`src/rtl/fetch_buffer_pkg.sv`:
```
// Shared definitions for the instruction fetch buffer: redirect select codes
// and the instruction word width.
package fetch_buffer_pkg;

    localparam int INSTR_W = 32;

    typedef enum logic [1:0] {
        PCSRC_SEQ    = 2'b00,
        PCSRC_BRANCH = 2'b01,
        PCSRC_EPC    = 2'b10,
        PCSRC_ERR    = 2'b11
    } pcsrc_e;

endpackage

```
`src/rtl/fetch_buffer_sync_fifo.sv`:
```
// Small first-word-fall-through FIFO with synchronous reset and flush.
// The head entry is visible on o_rdata whenever o_empty is low.
module sync_fifo #(
    parameter int WIDTH = 32,
    parameter int DEPTH = 4
) (
    input  logic                     i_clk,
    input  logic                     i_rst,
    input  logic                     i_flush,
    input  logic                     i_push,
    input  logic [WIDTH-1:0]         i_wdata,
    input  logic                     i_pop,
    output logic [WIDTH-1:0]         o_rdata,
    output logic                     o_empty,
    output logic [$clog2(DEPTH):0]   o_count
);
    localparam int PW = $clog2(DEPTH);

    logic [WIDTH-1:0] r_mem [DEPTH];
    logic [PW-1:0]    r_wr_ptr;
    logic [PW-1:0]    r_rd_ptr;
    logic [PW:0]      r_count;
    logic             w_full;
    logic             w_push;
    logic             w_pop;

    assign o_empty = (r_count == '0);
    assign w_full  = (r_count == (PW+1)'(DEPTH));
    assign w_pop   = i_pop && !o_empty;
    // A pop in the same cycle frees the slot, so push into a full FIFO is legal then.
    assign w_push  = i_push && (!w_full || w_pop);
    assign o_rdata = r_mem[r_rd_ptr];
    assign o_count = r_count;

    always_ff @(posedge i_clk) begin
        if (w_push && !i_flush) begin
            r_mem[r_wr_ptr] <= i_wdata;
        end
    end

    always_ff @(posedge i_clk) begin
        if (i_rst || i_flush) begin
            r_wr_ptr <= '0;
            r_rd_ptr <= '0;
            r_count  <= '0;
        end else begin
            if (w_push) begin
                r_wr_ptr <= r_wr_ptr + 1'b1;
            end
            if (w_pop) begin
                r_rd_ptr <= r_rd_ptr + 1'b1;
            end
            case ({w_push, w_pop})
                2'b10:   r_count <= r_count + 1'b1;
                2'b01:   r_count <= r_count - 1'b1;
                default: r_count <= r_count;
            endcase
        end
    end

endmodule

```
`src/rtl/fetch_buffer.sv`:
```
// Instruction fetch buffer: issues credit-limited in-order memory requests,
// queues returned instructions for decode and discards stale data after redirects.
module fetch_buffer
    import fetch_buffer_pkg::*;
#(
    parameter int                ADDR_W   = 32,
    parameter int                DEPTH    = 4,
    parameter logic [ADDR_W-1:0] RESET_PC = '0
) (
    input  logic               i_clk,
    input  logic               i_rst,
    input  logic [1:0]         i_pcsrc,
    input  logic [ADDR_W-1:0]  i_execute,
    input  logic [ADDR_W-1:0]  i_epc_to_pc,
    input  logic [ADDR_W-1:0]  i_error_handler,
    output logic               o_imem_req,
    output logic [ADDR_W-1:0]  o_imem_addr,
    input  logic               i_imem_gnt,
    input  logic               i_imem_rvalid,
    input  logic [31:0]        i_imem_rdata,
    output logic               o_fetch_valid,
    input  logic               i_fetch_ready,
    output logic [ADDR_W-1:0]  o_fetch_pc,
    output logic [31:0]        o_fetch_instr
);
    localparam int CW = $clog2(DEPTH) + 1;
    localparam int QW = ADDR_W + INSTR_W;

    logic [ADDR_W-1:0] r_fpc;
    logic [CW-1:0]     r_drop;

    logic              w_redirect;
    logic [ADDR_W-1:0] w_target;
    logic [CW-1:0]     w_q_count;
    logic [CW-1:0]     w_outstanding;
    logic [CW:0]       w_credit_used;
    logic              w_grant;
    logic              w_rsp;
    logic              w_rsp_keep;
    logic              w_pop;
    logic              w_q_empty;
    logic              w_af_empty;
    logic [ADDR_W-1:0] w_af_addr;
    logic [QW-1:0]     w_q_rdata;
    logic [CW-1:0]     w_out_after_rsp;

    assign w_redirect    = (i_pcsrc != PCSRC_SEQ);
    assign w_credit_used = {1'b0, w_q_count} + {1'b0, w_outstanding};
    assign o_imem_req    = !i_rst && !w_redirect && (w_credit_used < (CW+1)'(DEPTH));
    assign o_imem_addr   = {r_fpc[ADDR_W-1:2], 2'b00};
    assign w_grant       = o_imem_req && i_imem_gnt;

    // The address FIFO mirrors every in-flight request, stale or not, so its
    // occupancy is the outstanding count and its head pairs with each response.
    assign w_rsp           = i_imem_rvalid && !w_af_empty;
    assign w_rsp_keep      = w_rsp && (r_drop == '0) && !w_redirect;
    assign w_out_after_rsp = w_outstanding - CW'(w_rsp);

    assign o_fetch_valid = !i_rst && !w_q_empty;
    assign w_pop         = o_fetch_valid && i_fetch_ready;
    assign o_fetch_pc    = w_q_rdata[QW-1:INSTR_W];
    assign o_fetch_instr = w_q_rdata[INSTR_W-1:0];

    always_comb begin
        w_target = r_fpc;
        case (i_pcsrc)
            PCSRC_BRANCH: w_target = i_execute;
            PCSRC_EPC:    w_target = i_epc_to_pc + ADDR_W'(4);
            PCSRC_ERR:    w_target = i_error_handler;
            default:      w_target = r_fpc;
        endcase
    end

    always_ff @(posedge i_clk) begin
        if (i_rst) begin
            r_fpc <= RESET_PC;
        end else if (w_redirect) begin
            r_fpc <= w_target;
        end else if (w_grant) begin
            r_fpc <= r_fpc + ADDR_W'(4);
        end
    end

    // Everything still in flight after a redirect belongs to the old path.
    always_ff @(posedge i_clk) begin
        if (i_rst) begin
            r_drop <= '0;
        end else if (w_redirect) begin
            r_drop <= w_out_after_rsp;
        end else if (w_rsp && (r_drop != '0)) begin
            r_drop <= r_drop - 1'b1;
        end
    end

    sync_fifo #(
        .WIDTH (ADDR_W),
        .DEPTH (DEPTH)
    ) u_addr_fifo (
        .i_clk   (i_clk),
        .i_rst   (i_rst),
        .i_flush (1'b0),
        .i_push  (w_grant),
        .i_wdata (o_imem_addr),
        .i_pop   (w_rsp),
        .o_rdata (w_af_addr),
        .o_empty (w_af_empty),
        .o_count (w_outstanding)
    );

    sync_fifo #(
        .WIDTH (QW),
        .DEPTH (DEPTH)
    ) u_instr_queue (
        .i_clk   (i_clk),
        .i_rst   (i_rst),
        .i_flush (w_redirect),
        .i_push  (w_rsp_keep),
        .i_wdata ({w_af_addr, i_imem_rdata}),
        .i_pop   (w_pop),
        .o_rdata (w_q_rdata),
        .o_empty (w_q_empty),
        .o_count (w_q_count)
    );

endmodule

```
`config.mk`:
```
export PLATFORM = sky130hd
export DESIGN_NAME = fetch_buffer
export DESIGN_NICKNAME = d
export VERILOG_FILES = /design/src/rtl/fetch_buffer_pkg.sv /design/src/rtl/fetch_buffer_sync_fifo.sv /design/src/rtl/fetch_buffer.sv
export SDC_FILE = /design/constraint.sdc
export NUM_CORES = 1
export LEC_CHECK = 0
export ABC_AREA = 0
export CAP_MARGIN = 10
export CORE_MARGIN = 3
export CORE_UTILIZATION = 51
export CTS_BUF_LIST = sky130_fd_sc_hd__clkbuf_8
export DETAILED_ROUTE_END_ITERATION = 10
export PLACE_DENSITY = 0.8
export SETUP_SLACK_MARGIN = 0.05
export SYNTH_ARGS = -nofsm -noshare
export SYNTH_HDL_FRONTEND = slang
export SYNTH_SLANG_ARGS = --single-unit
```
`constraint.sdc`:
```
create_clock -name i_clk -period 3.4 [get_ports i_clk]
set_input_delay 0.51 -clock i_clk [delete_from_list [all_inputs] [get_ports i_clk]]
set_output_delay 0.51 -clock i_clk [all_outputs]
set_load 0.005 [all_outputs]
```
**Word-level counts from Yosys, hierarchy flattened**

Memories as Yosys holds them, arrays and structs flattened. A register that Yosys moved wholly into a read port is not among the register bits.
Index checks and enable logic that the tools add are counted.

- $add $sub $neg: 13
- $lt $le $gt $ge: 1
- Equality and inequality tests: 10
- Muxes and demuxes: 15
- Reductions and logical operators: 33

Operators by type and width:

| kind | number |
|---|---|
| one-hot mux 32 bit (3 select lines) | 1 |
| adder 32 x 3 -> 32 bit, second input constant | 2 |
| two-way mux 32 bit | 2 |
| logical AND 1 bit | 14 |
| one-hot mux 3 bit (2 select lines) | 2 |
| nonzero test 2 bit | 5 |
| logical NOT 3 bit | 3 |
| subtractor 3 x 1 -> 3 bit, second input constant | 3 |
| adder 2 x 1 -> 2 bit, second input constant | 4 |
| == test 2 bit, second input constant | 4 |
| two-way mux 2 bit | 4 |
| adder 3 x 1 -> 3 bit, second input constant | 2 |
| == test 2 x 1 -> 1 bit, second input constant | 3 |
| == test 3 bit, second input constant | 2 |
| logical NOT 1 bit | 6 |
| two-way mux 3 bit | 2 |
| adder 3 x 3 -> 4 bit | 1 |
| < comparator 4 x 3 -> 1 bit, second input constant | 1 |
| two-way mux 1 bit | 4 |
| inequality test 4 bit, second input constant | 1 |
| logical OR 1 bit | 3 |
| nonzero test 3 bit | 1 |
| subtractor 3 x 1 -> 3 bit | 1 |
| AND reduction 2 bit | 1 |

- Register bits after elaboration: 49
- RAM bits: 376
- Output and inout bits: 98
- Memories kept: 2

Memories:

| memory | words | bits a word | rd ports | clocked after Yosys merged registers in | wr ports | RTL line | source |
|---|---|---|---|---|---|---|---|
| u_instr_queue.r_mem | 4 | 64 | 1 | 1 | 1 | fetch_buffer_sync_fifo.sv:19 | `logic [WIDTH-1:0] r_mem [DEPTH];` |
| u_addr_fifo.r_mem | 4 | 30 | 1 | 1 | 1 | fetch_buffer_sync_fifo.sv:19 |  |

**Depth between registers and ports, before layout**

- Word-level depth: 10
- Gate-level depth with buffers: 12

**By module**

A second synthesis with hierarchy kept.

- Cell total of the unflattened synthesis: 1038
- Area total of the unflattened synthesis: 18297.5 um^2

Modules (own cells, without submodules):

| module | times used | cells each | area each (um^2) | seq. area each (um^2) |
|---|---|---|---|---|
| sync_fifo (u_instr_queue) | 1 | 399 | 9773.1 | 7867.5 |
| sync_fifo (u_addr_fifo) | 1 | 235 | 5218.8 | 4023.9 |
| fetch_buffer | 1 | 404 | 3305.7 | 660.6 |

**Worst setup path before layout**

OpenSTA, ideal clock, no wires.

- Path kind: input to register
- From: input i_rst
- To: memory u_instr_queue.r_mem[1][0] in the netlist's numbering, enable pin
- Library setup time: 426 ps
- Data arrival time: 2891 ps
- Data required time: 2974 ps
- Setup slack: 82 ps
- Stages: 5
- Path buffers: 1
- Cells stage by stage: buf_2 nor3b_2 nor2_1 nor2_1 and2_1

- Word-level cells in the longest chain between the ends: 9

RTL lines:

| what | RTL line | source |
|---|---|---|
| from (decl) | fetch_buffer.sv:11 | `input logic i_rst,` |
| logical NOT 1 bit | fetch_buffer.sv:59 | `assign o_fetch_valid = !i_rst && !w_q_empty;` |
| logical AND 1 bit | fetch_buffer.sv:59 |  |
| logical AND 1 bit | fetch_buffer.sv:60 | `assign w_pop = o_fetch_valid && i_fetch_ready;` |
| logical AND 1 bit | fetch_buffer_sync_fifo.sv:29 | `assign w_pop = i_pop && !o_empty;` |
| logical OR 1 bit | fetch_buffer_sync_fifo.sv:31 | `assign w_push = i_push && (!w_full \|\| w_pop);` |
| logical AND 1 bit | fetch_buffer_sync_fifo.sv:31 |  |
| logical AND 1 bit | fetch_buffer_sync_fifo.sv:36 | `if (w_push && !i_flush) begin` |
| two-way mux 1 bit | fetch_buffer_sync_fifo.sv:36 |  |
| two-way mux 1 bit (implied by the code) | fetch_buffer_sync_fifo.sv:37 | `r_mem[r_wr_ptr] <= i_wdata;` |
| to (decl) | fetch_buffer_sync_fifo.sv:19 |  |

Every way passes these cells.

==> impl_results.md <==
- FF-to-FF End: u_addr_fifo.o_count[2]
- Initial Util: 0.524
- Iter 0 DRT Violations: ~710
- Slew Limit Fails: 0
- Pin slew with the least headroom to its limit: approximately 0.72 ns
- Worst hold path stage count: 2
- Peak supply drop: between 0.2 and 0.25 mV
- CTS tree: built
- Antenna Nets Post-Route: 0
- Area share of the largest cell type after synthesis: 0.640
- Max transition margin: 0.519
- DP HPWL: around 24,000 microns
- Hold_sp: u_instr_queue.r_wr_ptr[1]
- Seq pwr share: 0.572
- Core area: approximately 0.033 sq mm
- Final setup viols: 0
- Leakage: ~0.007 uW
- Clock-pin slew on the worst setup and hold paths: about 0.070 ns
- Net load switching power: ~2200 uW
- Crit end category: output port
- Total grt overflow: 0
- Clock skew: approximately 0.028 ns
- Post-route minimum period: around 3.1 ns
- Sw frac: 0.218
- Cells after synthesis: 976
- I/O pin total: about 230
- Router iterations before antenna repair: 5
- Port bufs: 222
- R2R Setup Slk: roughly 0.89 ns
- RD Place Congestion: 0.874
- Synth top area cells: edfxtp_1 (64%), mux4_2 (12%), dfxtp_1 (5.9%)
- Main synth FF type: edfxtp_1
- Layout fillers: 2,257
- Area leader, netlist: edfxtp_1
- Worst reg2reg path depth: 9
- Tcrit/Tclk final: 0.923
- Worst hold path class: flip-flop to flip-flop
- DRC: 0
- Ant diodes: 0
- Maximum net fanout on the critical path: 28
- Die X: ~190 microns
- Cell Rows: between 60 and 70
- Commonest non-fill, non-tap cell in the layout: edfxtp_1
- Root buffer cell: clkbuf_8
- First-pass GRT wire length: about 57,000 microns
- Clk pwr share: 0.364
- RSZ-0062 raised after global routing: no
- Worst slack at placement: between 0.5 and 0.6 ns
- Post-synth ARST share: 0
- Status: completed
- Synthesized cell area: 0.0173 sq mm
- Die height: ~190 microns
- Sequential area share after synthesis: 0.700
- Largest net degree at the start of global routing: 40
- Share of layout cells above drive strength 1: 0.183
- Post-CTS resize count: 0
- Critical R2R Launch: u_addr_fifo.o_count[2]
- Clock tree buffer depth: 3
- Wirelength, routed: about 37,000 microns
- Commonest non-fill, non-tap cells in the layout: edfxtp_1 (368), clkdlybuf4s50_1 (222), mux4_2 (92)
- Ys Warns: 0
- Cts bufs inserted: 66
- Vias in the first global route: slightly above 10,000
- Worst-skew pair later-pin latency: 0.57 ns
- Startpoint Class: flip-flop
- Clk sink count: ~420
- Worst EP arrival: 2.63 ns
- Comb pwr share: 0.064
- Hold-fix buffers at CTS: 0
- Die ar.: ~0.036 sq mm
- Layout area overhead: 23.9%
- Final TNS setup: 0 ns
- DR WL/cell: between 20 and 25 microns
- Internal power: about 7900 uW
- Netlist cell types: 66
- # Post-CTS Setup Buffers: 0
- Number of synthesized flops with an enable pin: between 300 and 400
- Max Freq: 319 MHz
- Final WS setup: between 0.2 and 0.3 ns
- Antenna violations before repair: 0
- Worst hold endpoint: u_instr_queue.r_wr_ptr[1]
- Yosys reg bits: between 400 and 500
- Vias: 9,846
- Syn_area_per_cell: 17.7 sq um
- Final net count: around 1,400
- Fin. Hold Viols: 0
- Power per Cell Area: 472 mW/mm^2
- Total Power: just over 10,000 uW
- Classification of the worst setup path: flip-flop to output port
- Number of H-tree levels: 3
- Drt via density: roughly 5.7
- GR Util All Layers: 0.208
- Max-Cap Viols: 0
- Crit path required time: roughly 2.9 ns
==> critical path: stages, from the launching register on <==
cell and delay, ns:
dfxtp_4 0.69, buf_12 0.31, mux4_2 0.55, clkdlybuf4s50_1 0.47
==> flip-flops by register name (all words and copies together) (netlist names), named ones only <==
signal / flops
u_addr_fifo.r_mem: 120
u_instr_queue.r_rd_ptr: 2
u_instr_queue.r_mem: 248
u_instr_queue.r_wr_ptr: 2
u_addr_fifo.r_rd_ptr: 2
r_drop: 3
u_addr_fifo.r_wr_ptr: 2
r_fpc: 30
u_addr_fifo.o_count: 3
u_instr_queue.o_count: 3
==> area by class of cell <==
cell class / count / area [sq um] / area share
Sequential cell: 419 / 12100 / 0.565
Multi-Input combinational cell: 483 / 4870 / 0.228
Timing Repair Buffer: 255 / 2660 / 0.124
Clock buffer: 68 / 936 / 0.0438
Tap cell: 442 / 553 / 0.0259
Clock inverter: 46 / 204 / 0.00954
Inverter: 23 / 86.3 / 0.00404
==> worst max-delay path by stage <==
| stage | startpoint | endpoint | slack, ns | depth (start not counted) |
|---|---|---|---|---|
| 2_1_floorplan | i_rst | u_instr_queue.r_mem[1][0] | 0.08 | 5 |
| 3_3_place_gp | i_pcsrc[0] | r_fpc[25] | 0.56 | 10 |
| 3_5_place_dp | i_pcsrc[0] | u_addr_fifo.o_count[2] | 0.51 | 11 |
| 4_1_cts | flip-flop | o_fetch_instr[17] | 0.18 | 3 |
| 5_1_grt | flip-flop | o_fetch_pc[28] | 0.11 | 3 |
| 6_report | flip-flop | o_fetch_instr[17] | 0.26 | 3 |
==> through the flow <==
step	util	cells	hold slack, ns	cell area, sq um
floorplan	-	979	0.469	17300
global placement	0.614	1622	0.484	20200
detailed placement	0.614	1622	0.505	20200
CTS	0.649	1736	0.514	21400
global route	0.649	1736	0.548	21400
finish	0.649	1736	0.513	21400
==> power by group through the flow <==
stage | registers (uW) | clock network (uW) | logic [uW]
final | 5780 | 3670 | 649
after global routing | 5790 | 4020 | 704
after CTS | 5780 | 3790 | 654
after detailed placement | 5880 | 0 | 650
after global placement | 5880 | 0 | 638
after floorplan | 5840 | 0 | 295
==> metal layers <==
| metal | GRT usage | up-vias | wire (microns) |
|---|---|---|---|
| met5 | 0 | - | 0 |
| met4 | 0.0850 | 0 | 1120 |
| met3 | 0.0426 | 67 | 2870 |
| met2 | 0.348 | 411 | 18300 |
| met1 | 0.270 | 4896 | 14700 |
| li1 | - | 4472 | - |
==> cell families after synthesis <==
family | count (synthesis) | share of synthesized area
compound gates | 101 | 0.0449
xor+xnor | 57 | 0.0289
fa+ha+maj | 21 | 0.0161
buf+inv | 77 | 0.0200
flops | 419 | 0.700
mux | 96 | 0.123
other cells | 1 | 0.000217
simple gates | 204 | 0.0676
==> Yosys cell counts (4+ instances only) <==
cell type and count:
edfxtp_1 368, mux4_2 92, dfxtp_1 51, nand2_1 44, nor2_1 43, a221oi_1 34
xnor2_1 33, clkbuf_1 29, a21oi_1 26, nand3_1 26, xor2_1 24, inv_1 22
ha_1 19, nor3_1 18, and2_1 12, buf_2 12, nand4_1 11, a221o_1 8
and4_1 8, o21ai_0 8, and3_1 7, buf_4 7, nor3_2 6, a211oi_1 4
a221oi_2 4, buf_1 4, nand2b_1 4
No activity file was read; power rests on OpenSTA's default activity.
